$ cat src/rtl/counter_time_param.sv
// Round timer: prescaled up/down counter with pause, reload and saturation.
// Optional low-time warning enabled by defining COUNTER_TIME_WARN_EN.
module counter_time_param #(
  parameter int TICK_DIV  = 50_000_000,
  parameter int TIME_W    = 4,
  parameter int MAX_TIME  = 15,
  parameter int WARN_TIME = 3
) (
  input  logic              clkt,
  input  logic              R,
  input  logic              E,
  input  logic              down,
  input  logic              load,
  input  logic [TIME_W-1:0] load_val,
  output logic [TIME_W-1:0] tempo,
  output logic              tick,
  output logic              end_time,
  output logic              warn
);

  localparam int PRE_W = $clog2(TICK_DIV);

  localparam logic [PRE_W-1:0] PRE_LAST =
    PRE_W'(TICK_DIV - 1);
  localparam logic [PRE_W-1:0] PRE_ONE =
    PRE_W'(1);
  localparam logic [TIME_W-1:0] MAX_T =
    TIME_W'(MAX_TIME);
  localparam logic [TIME_W-1:0] ONE_T =
    TIME_W'(1);

  logic [PRE_W-1:0]  pre;
  logic              dir;
  logic              done;
  logic [TIME_W-1:0] sat_val;
  logic              sat_term;
  logic [TIME_W-1:0] step_val;
  logic              step_term;

  // Reload is clamped and checked against the end of the new direction.
  always_comb begin
    sat_val  = (load_val > MAX_T) ? MAX_T : load_val;
    sat_term = down ? (sat_val == '0)
                    : (sat_val == MAX_T);
    step_val  = dir ? (tempo - ONE_T)
                    : (tempo + ONE_T);
    step_term = dir ? (step_val == '0)
                    : (step_val == MAX_T);
  end

  always_ff @(posedge clkt) begin
    if (R) begin
      pre   <= '0;
      dir   <= down;
      tick  <= 1'b0;
      done  <= 1'b0;
      tempo <= down ? MAX_T : '0;
    end else if (load) begin
      pre   <= '0;
      dir   <= down;
      tick  <= 1'b0;
      done  <= sat_term;
      tempo <= sat_val;
    end else if (E && !done) begin
      if (pre == PRE_LAST) begin
        pre   <= '0;
        tick  <= 1'b1;
        tempo <= step_val;
        done  <= step_term;
      end else begin
        pre  <= pre + PRE_ONE;
        tick <= 1'b0;
      end
    end else begin
      tick <= 1'b0;
    end
  end

  assign end_time = done;

`ifdef COUNTER_TIME_WARN_EN
  localparam logic [TIME_W-1:0] WARN_T =
    TIME_W'(WARN_TIME);

  assign warn = dir & ~done & (tempo <= WARN_T);
`else
  assign warn = 1'b0;
`endif

endmodule

$ cat config.mk
export PLATFORM = sky130hd
export DESIGN_NAME = counter_time_param
export DESIGN_NICKNAME = d
export VERILOG_FILES = /design/src/rtl/counter_time_param.sv
export SDC_FILE = /design/constraint.sdc
export NUM_CORES = 1
export LEC_CHECK = 0
export BUFFER_PORTS_ARGS = -buffer_cell sky130_fd_sc_hd__buf_2
export CAP_MARGIN = 20
export CORE_MARGIN = 3
export CORE_UTILIZATION = 30
export CTS_CLUSTER_SIZE = 28
export DETAILED_ROUTE_END_ITERATION = 10
export GPL_TIMING_DRIVEN = 1
export PLACE_DENSITY = 0.53
export SLEW_MARGIN = 20
export SYNTH_ARGS = -nofsm -noshare
export SYNTH_HDL_FRONTEND = slang
export SYNTH_SLANG_ARGS = --single-unit
$ cat constraint.sdc
create_clock -name clkt -period 6.2 [get_ports clkt]
set_clock_uncertainty 0.1 [all_clocks]
set_input_delay 0.62 -clock clkt [delete_from_list [all_inputs] [get_ports clkt]]
set_output_delay 0.62 -clock clkt [all_outputs]
set_load 0.01 [all_outputs]
==> flow_summary.ini, run 1 <==
[die]
die_w_um = 85.0
ios = 16
die_h_um = 85.0
core_um2 = 5990
die_area_um2 = 7230
placementRows = 28
start_util = 0.313

[timing]
setup_tns_ns = 0
hold_violations = 0
slew_viol_final = 0
relSlewSlack = 0.515
finalSetupViolations = 0
period_share = 0.405
grt_setup_unrepaired = false
tightest_slew_ns = 0.723
fin_crit_ns = 2.51
fmax_mhz = 398

[yosys]
ys_top_cells_by_area = dfxtp_1 (30%), edfxtp_1 (8.0%), or4_1 (4.4%), nand4_1 (4.0%), nor2_1 (3.6%)
yosysTopAreaCell = dfxtp_1
yosys_warnings = 0
yosysMostFrequentCell = dfxtp_1
synthCells = 218
synth_commonest_cells = dfxtp_1 (28), nor2_1 (18), nand2_1 (15)
netlist_area_um2 = 1870
seq_area_frac_synth = 0.379
synth_edf_count = 5
synthArstFlopShare = 0
syn_area_per_cell_um2 = 8.60
syn_nets = 233
synth_top_cell_area_share = 0.299
synth_ff_type = dfxtp_1
ys_types = 46
yosys_register_bits = 33

[grt]
gr-usage-all-layers = 0.132
antenna_found_initial = 0
grt.met2_usage = 0.194
grt_busiest_layer = met2
grt_pass1_wl_mm = 7.74
grt_max_degree = 17
gr-usage-met1 = 0.187
overflow = 0
grt_use_met3 = 0.0320
first_global_vias = 1580

[layout]
area_delta_synth_final_pct = 11.9
fin_cells = 306
drive_gt1_frac = 0.113
multi_input_area_um2 = 1080
n_fill_cell = 621
seq_area_um2 = 711
final_nets = 245
diodes = 0

[clock_network]
insertion_delay_ns = 0.29
cts_setup_buffers = 0
clkTransAtPathRegs_ns = 0.07
cts_tree = done
clock_path_buffers = 2
htree_levels = 2
cts_hold_buf = 0
cts_resized = 0
cts_buffers = 5
clockRootBuffer = clkbuf_8
clock-sinks = 33

[critical_path]
path_class = flop to flop
max_stage_delay_ns = 0.69
cp_cell_sequence = ha_1 -> and4b_1 -> nand2_1 -> o31ai_2 -> buf_4
required_ns = 6.09
cp-startpoint = pre[0]
worstPathArrival_ns = 2.40
timing.rr.start = pre[0]
start_kind = flop
crit_slowest_cell = o31ai_2
crit_fanout = 10
endpoint_kind = flop

[run_status]
status = completed

[placed_design]
dp.cells = 298
dp_hpwl_mm = 3.22
place_congestion = 0.785
port-buffer-count = 14

[power]
power.density_nw_per_um2 = 227
p_total_w = 0.000476
max-vdd-ir-drop_uv = 88.9
p_leak_nw = 0.694

[routing]
vias = 1686
route.detailed.wl_per_inst_um = 14.9
finalWirelength_mm = 4.56
drc = 0
firstDrtPassIters = 4
drtAntennaViolNets = 0
vias_per_cell = 5.51
drt_iter0_markers = 104

[job]
maxCapViolations = 0

[worst_hold_path]
worstHoldStart = pre[25]
hp-class = flop to flop
path summary, 6_finish.rpt:
kind | endpoint | cells past startpoint | slack, ns
worst max-delay path | tempo[1] | 5 | 3.69
worst min-delay path | pre[25] | 2 | 0.38
worst max register to register | tempo[1] | 5 | 3.69
worst min register to register | pre[25] | 2 | 0.38
registers in the layout (all words and copies together), names as in the netlist:
name	count
tempo	4
tick	1
end_time	1
dir	1
pre	26
area by class of cell:
class                   count  area share
inverters                   7      0.0125
well taps                  75      0.0447
multi-input cells         168       0.516
clock inverters             2      0.0161
flip-flops and latches     33       0.339
clock buffers               6      0.0346
repair buffers             15      0.0370
critical path: cells and delay by family (launching register included):
family / cells / cell delay [ns]
compound gates: 1 / 0.69
fa+ha+maj: 1 / 0.22
buf+inv: 1 / 0.31
flops: 1 / 0.38
simple gates: 2 / 0.53
metrics by stage:
stage                util  hold WS [ns]  cell area (um2)  worst slack [ns]
global placement    0.332         0.367             1990              3.54
finish              0.350         0.384             2100              3.69
global route        0.350         0.421             2100              3.47
floorplan               -         0.348             1870              4.02
CTS                 0.350         0.382             2100              3.61
detailed placement  0.332         0.372             1990              3.45
where the power goes:
part	total, W	switching (W)	internal [W]
Combinational	0.0000481	0.0000279	0.0000203
Clock	0.000199	0.0000804	0.000119
Sequential	0.000228	0.00000560	0.000223
Total	0.000476	0.000114	0.000362
logic make-up (layout without fill, tap and decap cells):
family | after synthesis | after routing | share of synthesized area
and+or+nand+nor | 101 | 101 | 0.310
AOI/OAI and AO/OA | 47 | 47 | 0.160
DFF | 33 | 33 | 0.379
buffers and inverters | 17 | 30 | 0.0427
xor gates and xnor gates | 11 | 11 | 0.0514
adders and majority gates | 6 | 6 | 0.0441
muxes | 2 | 2 | 0.0107
other | 1 | 1 | 0.00200
routing by layer:
| metal | vias to the layer above | wire, um |
|---|---|---|
| met3 | 6 | 155 |
| met2 | 22 | 2000 |
| met1 | 808 | 2330 |
| met4 | 0 | 76 |
| li1 | 850 | - |
| met5 | - | 0 |
cell usage in the layout, fill, tap and decap left out, drive strengths merged, types with 7 or more instances in the layout:
cell type,synthesis,layout
dfxtp,28,28
inv,7,7
or3,7,7
o31ai,10,10
buf,6,15
a21oi,13,13
nor2,18,18
o21ai,11,11
nand4,12,12
nand2,15,15
or4,11,11
nand3,10,10
(Power assumes the default switching activity.)
==> inputs of run 2 (changes only) <==
--- a/config.mk
+++ b/config.mk
@@ -5,6 +5,7 @@
 export SDC_FILE = /design/constraint.sdc
 export NUM_CORES = 1
 export LEC_CHECK = 0
+export ABC_AREA = 1
 export BUFFER_PORTS_ARGS = -buffer_cell sky130_fd_sc_hd__buf_2
 export CAP_MARGIN = 20
 export CORE_MARGIN = 3
@@ -12,7 +13,7 @@
 export CTS_CLUSTER_SIZE = 28
 export DETAILED_ROUTE_END_ITERATION = 10
 export GPL_TIMING_DRIVEN = 1
-export PLACE_DENSITY = 0.53
+export PLACE_DENSITY = 0.54
 export SLEW_MARGIN = 20
 export SYNTH_ARGS = -nofsm -noshare
 export SYNTH_HDL_FRONTEND = slang
==> constraint.sdc (replaced) <==
create_clock -name clkt -period 2.2 [get_ports clkt]
set_clock_uncertainty 0.1 [all_clocks]
set_input_delay 0.22 -clock clkt [delete_from_list [all_inputs] [get_ports clkt]]
set_output_delay 0.22 -clock clkt [all_outputs]
set_load 0.01 [all_outputs]
==> run 2 against run 1 <==
Clock power up 140%. Sequential cell count unchanged. Area after synthesis grew 14%. Critical endpoint is now tempo[3]. Highest routed layer unchanged. Largest cell class unchanged. Routed wire length increased by 6.9%. Worst hold slack got worse by 0.31 ns. Largest power group unchanged.
==> flow_summary.ini, run 2 <==
[placed_design]
dp.cells = 440
port-buffer-count = 14
dp_hpwl_mm = 3.83
dpl_cell_area_um2 = 2320
place_congestion = 0.844

[yosys]
yosys_warnings = 0
yosysMostFrequentCell = nand2_1
synth_commonest_cells = nand2_1 (95), nor2_1 (62), inv_1 (43)
syn_area_per_cell_um2 = 6.46
syn_nets = 346
netlist_area_um2 = 2140
seq_area_frac_synth = 0.333
synth_top_cell_area_share = 0.262
synth_edf_count = 5
synthCells = 331
yosys_register_bits = 33
synth_ff_type = dfxtp_1
ys_types = 30
synthArstFlopShare = 0
yosysTopAreaCell = dfxtp_1
ys_top_cells_by_area = dfxtp_1 (26%), nand2_1 (17%), nor2_1 (11%), inv_1 (7.6%), edfxtp_1 (7.0%)

[critical_path]
start_kind = flop
path_class = flop to flop
endpoint_kind = flop
worstPathArrival_ns = 1.72
required_ns = 2.14
crit_fanout = 5

[timing]
finalSetupViolations = 0
fin_crit_ns = 1.78
grt_setup_unrepaired = false
setup_tns_ns = 0
hold_violations = 0
period_share = 0.811
slew_viol_final = 0
fmax_mhz = 561

[power]
p_leak_nw = 0.995
p_seq_frac = 0.502
sw_frac_of_total = 0.261
power_frac_comb = 0.123
max-vdd-ir-drop_uv = 226
clkPwrFrac = 0.375
power.density_nw_per_um2 = 528
p_int_w = 0.000940
p_sw_w = 0.000332
p_total_w = 0.00127

[layout]
area_delta_synth_final_pct = 12.8
fin_area_um2 = 2410
drive_gt1_frac = 0.148
top_register = pre
final_nets = 366
post-route-util = 0.351
fin_cells = 448
mostFrequentLayoutCells = nand2_1 (95), nor2_1 (62), inv_1 (43)
largest_reg_flops = 26
final_common_cell = nand2_1
reg_top3 = pre (26), tempo (4)
diodes = 0

[clock_network]
insertion_delay_ns = 0.28
clkTransAtPathRegs_ns = 0.07
clock_path_buffers = 2
htree_levels = 2
cts_tree = done
clock-sinks = 33
cts_buffers = 5
cts_setup_buffers = 0
clockRootBuffer = clkbuf_8
cts_hold_buf = 0
cts_resized = 0

[die]
ios = 16
die_area_um2 = 8170
die_h_um = 90.4
core_um2 = 6870
die_w_um = 90.4
start_util = 0.311
placementRows = 30

[routing]
drt_iter0_markers = 71
route.detailed.wl_per_inst_um = 10.9
drtAntennaViolNets = 0
vias_per_cell = 4.33
drc = 0
finalWirelength_mm = 4.88
firstDrtPassIters = 4
vias = 1939

[grt]
grt.met2_usage = 0.205
grt_use_met3 = 0.0275
antenna_found_initial = 0
grt_busiest_layer = met2
first_global_vias = 1786
gr-usage-met1 = 0.164
overflow = 0
grt_max_degree = 13
grt_pass1_wl_mm = 8.34
gr-usage-all-layers = 0.124

[job]
maxCapViolations = 0

[worst_hold_path]
hp-class = primary input to flop

[run_status]
status = completed
run 2: cell count changes in the layout (fill, tap and decap cells not counted), moves of 9 or more:
cell     change
nand2_1     +80
nor2_1      +44
inv_1       +36
or4_1       -11
nand3_1      +9
o31ai_1      -9
run 2: path summary, 6_finish.rpt:
path | start | end | slack, ns | cells past startpoint
hold / removal | down | dir | 0.08 | 1
hold reg to reg | end_time | end_time | 0.40 | 2
setup reg to reg | dir | tempo[3] | 0.42 | 6
setup / recovery | dir | tempo[3] | 0.42 | 6
run 2: metal layers:
| layer | wire length, um | vias up |
|---|---|---|
| met4 | 27 | 0 |
| met1 | 2480 | 845 |
| met5 | 0 | - |
| met3 | 157 | 4 |
| li1 | - | 1063 |
| met2 | 2210 | 27 |
run 2: power by group through the flow:
stage	sequential (W)	combinational, W	clock, W
finish	0.000638	0.000157	0.000477
global placement	0.000652	0.000160	0
CTS	0.000639	0.000159	0.000497
floorplan	0.000656	0.000104	0
global route	0.000640	0.000179	0.000519
detailed placement	0.000652	0.000157	0
run 2: through the flow:
step,hold slack [ns],setup slack (ns)
2_1_floorplan,0.219,0.486
3_3_place_gp,0.371,0.452
3_5_place_dp,0.360,0.424
4_1_cts,0.0587,0.416
5_1_grt,0.0722,0.311
6_report,0.0776,0.416
run 2: final cells by class:
type	count	area, um2
multi-input cells	248	1230
fillers	772	4460
well taps	96	120
flip-flops and latches	33	711
repair buffers	15	77.6
clock buffers	8	90.1
inverters	48	180
run 2: worst max-delay path, stage by stage, from the launching register on:
cell and delay, ns:
edfxtp_1 0.45, ha_1 0.33, or2_2 0.30, nand3_1 0.10, nand3_1 0.10, o211ai_1 0.09, nand2_1 0.07
run 2: cell families after synthesis:
family,count (synthesis),synth area share
adder cells (fa/ha/maj),6,0.0386
XOR/XNOR,6,0.0246
buffers and inverters,50,0.0913
other,1,0.00175
AO/OA/AOI/OAI,20,0.0544
flip-flops,33,0.333
AND/OR/NAND/NOR,215,0.457
==> inputs of run 3 (changes only) <==
--- a/config.mk
+++ b/config.mk
@@ -5,7 +5,7 @@
 export SDC_FILE = /design/constraint.sdc
 export NUM_CORES = 1
 export LEC_CHECK = 0
-export ABC_AREA = 1
+export ABC_AREA = 0
 export BUFFER_PORTS_ARGS = -buffer_cell sky130_fd_sc_hd__buf_2
 export CAP_MARGIN = 20
 export CORE_MARGIN = 3
@@ -13,7 +13,7 @@
 export CTS_CLUSTER_SIZE = 28
 export DETAILED_ROUTE_END_ITERATION = 10
 export GPL_TIMING_DRIVEN = 1
-export PLACE_DENSITY = 0.54
+export PLACE_DENSITY = 0.53
 export SLEW_MARGIN = 20
 export SYNTH_ARGS = -nofsm -noshare
 export SYNTH_HDL_FRONTEND = slang
==> constraint.sdc (replaced) <==
create_clock -name clkt -period 1.9 [get_ports clkt]
set_clock_uncertainty 0.1 [all_clocks]
set_input_delay 0.19 -clock clkt [delete_from_list [all_inputs] [get_ports clkt]]
set_output_delay 0.19 -clock clkt [all_outputs]
set_load 0.01 [all_outputs]
==> run 3 against run 2 <==
Critical path depth shrank 2. Largest cell class unchanged. Count of clock-buffer cells in the layout is the same. Total power grew 16%. Largest power group unchanged. Register-to-register slack lost 0.33 ns. Clock power grew 14%. Cell count shrank 25%. Highest routed layer unchanged.
==> flow_summary.ini, run 3 (synthesis gave the netlist of run 1 again) <==
[die]
die_area_um2 = 7230
core_um2 = 5990
ios = 16
die_h_um = 85.0
placementRows = 28
start_util = 0.313
die_w_um = 85.0

[grt]
gr-usage-all-layers = 0.143
grt_max_degree = 16
grt_pass1_wl_mm = 8.20
antenna_found_initial = 0
overflow = 0
first_global_vias = 1726

[routing]
route.detailed.wl_per_inst_um = 14.4
drc = 0
drtAntennaViolNets = 0
firstDrtPassIters = 4
vias_per_cell = 5.39
finalWirelength_mm = 4.87
vias = 1818
drt_iter0_markers = 77

[layout]
largest_reg_flops = 26
fin_area_um2 = 2360
mostFrequentLayoutCells = buf_4 (31), dfxtp_1 (27), nor2_1 (18)
drive_gt1_frac = 0.248
area_delta_synth_final_pct = 26.0
final_common_cell = buf_4
reg_top3 = pre (26), tempo (4)
final_nets = 276
fin_cells = 337
diodes = 0
top_register = pre

[clock_network]
clkTransAtPathRegs_ns = 0.07
clockRootBuffer = clkbuf_8
clock_path_buffers = 2
cts_buffers = 5
cts_hold_buf = 0
clock-sinks = 33
htree_levels = 2
insertion_delay_ns = 0.28
cts_tree = done

[placed_design]
place_congestion = 0.843
port-buffer-count = 14
dp.cells = 328
dpl_cell_area_um2 = 2230
dp_hpwl_mm = 3.68

[timing]
fin_crit_ns = 1.81
slew_viol_final = 0
period_share = 0.952
fmax_mhz = 553
grt_setup_unrepaired = true
finalSetupViolations = 0
hold_violations = 0

[critical_path]
required_ns = 2.02
rr_worst_depth = 4
start_kind = flop
path_class = flop to flop
endpoint_kind = flop
worstPathArrival_ns = 1.93
crit_fanout = 15

[power]
p_seq_frac = 0.502
p_int_w = 0.00111
clkPwrFrac = 0.367
sw_frac_of_total = 0.249
power.density_nw_per_um2 = 627
max-vdd-ir-drop_uv = 268
p_leak_nw = 0.843
power_frac_comb = 0.131
p_sw_w = 0.000368

[worst_hold_path]
hp-class = primary input to flop
whs_path_depth = 1

[job]
maxCapViolations = 0

[run_status]
status = completed
[run 3: critical path, stage by stage (launching register included)]
cell	delay, ns
dfxtp_1	0.38
nand3b_1	0.13
or3_4	0.49
or4_1	0.49
a21oi_1	0.15
[run 3: worst paths after layout]
kind	from	to	slack (ns)
worst max-delay path	pre[2]	pre[23]	0.09
worst min-delay path	down	dir	0.05
worst max register to register	pre[2]	pre[23]	0.09
worst min register to register	pre[25]	pre[25]	0.38
[run 3: area by class of cell]
type	instances	area, um2
timing repair buffer	46	314
sequential	33	712
tap	75	93.8
clock buffer	8	90.1
fill	633	3630
inverter	7	26.3
multi-input combinational	168	1130
[run 3: power by group through the flow]
stage / Combinational [W] / Clock, W / Sequential (W)
5_1_grt: 0.000217 / 0.000591 / 0.000744
6_report: 0.000194 / 0.000544 / 0.000742
3_3_place_gp: 0.000177 / 0 / 0.000756
4_1_cts: 0.000179 / 0.000561 / 0.000741
3_5_place_dp: 0.000178 / 0 / 0.000756
2_1_floorplan: 0.000105 / 0 / 0.000762
[run 3: routing by layer]
layer	global-route usage	wire, um	vias to the layer above
li1	-	-	908
met1	0.186	2380	870
met2	0.232	2200	34
met3	0.0340	221	6
met4	0.0475	70	0
met5	0	0	-
[run 3: per-stage QoR]
step                setup WS (ns)  hold slack [ns]  total power (W)  utilization  setup TNS, ns
floorplan                  0.0222            0.189         0.000867            -              0
finish                     0.0909           0.0487          0.00148        0.394              0
global route             -0.00786           0.0373          0.00155        0.394       -0.00786
detailed placement        -0.0463            0.343         0.000934        0.372         -0.201
global placement           0.0289            0.343         0.000933        0.372              0
CTS                        0.0235           0.0439          0.00148        0.388              0
[run 3: repair_timing]
action	4_1_cts	5_1_grt
buffers inserted	0	1
gates cloned	0	0
pin swaps	0	1
resized for setup	2	8
endpoints found under the setup margin	6	10
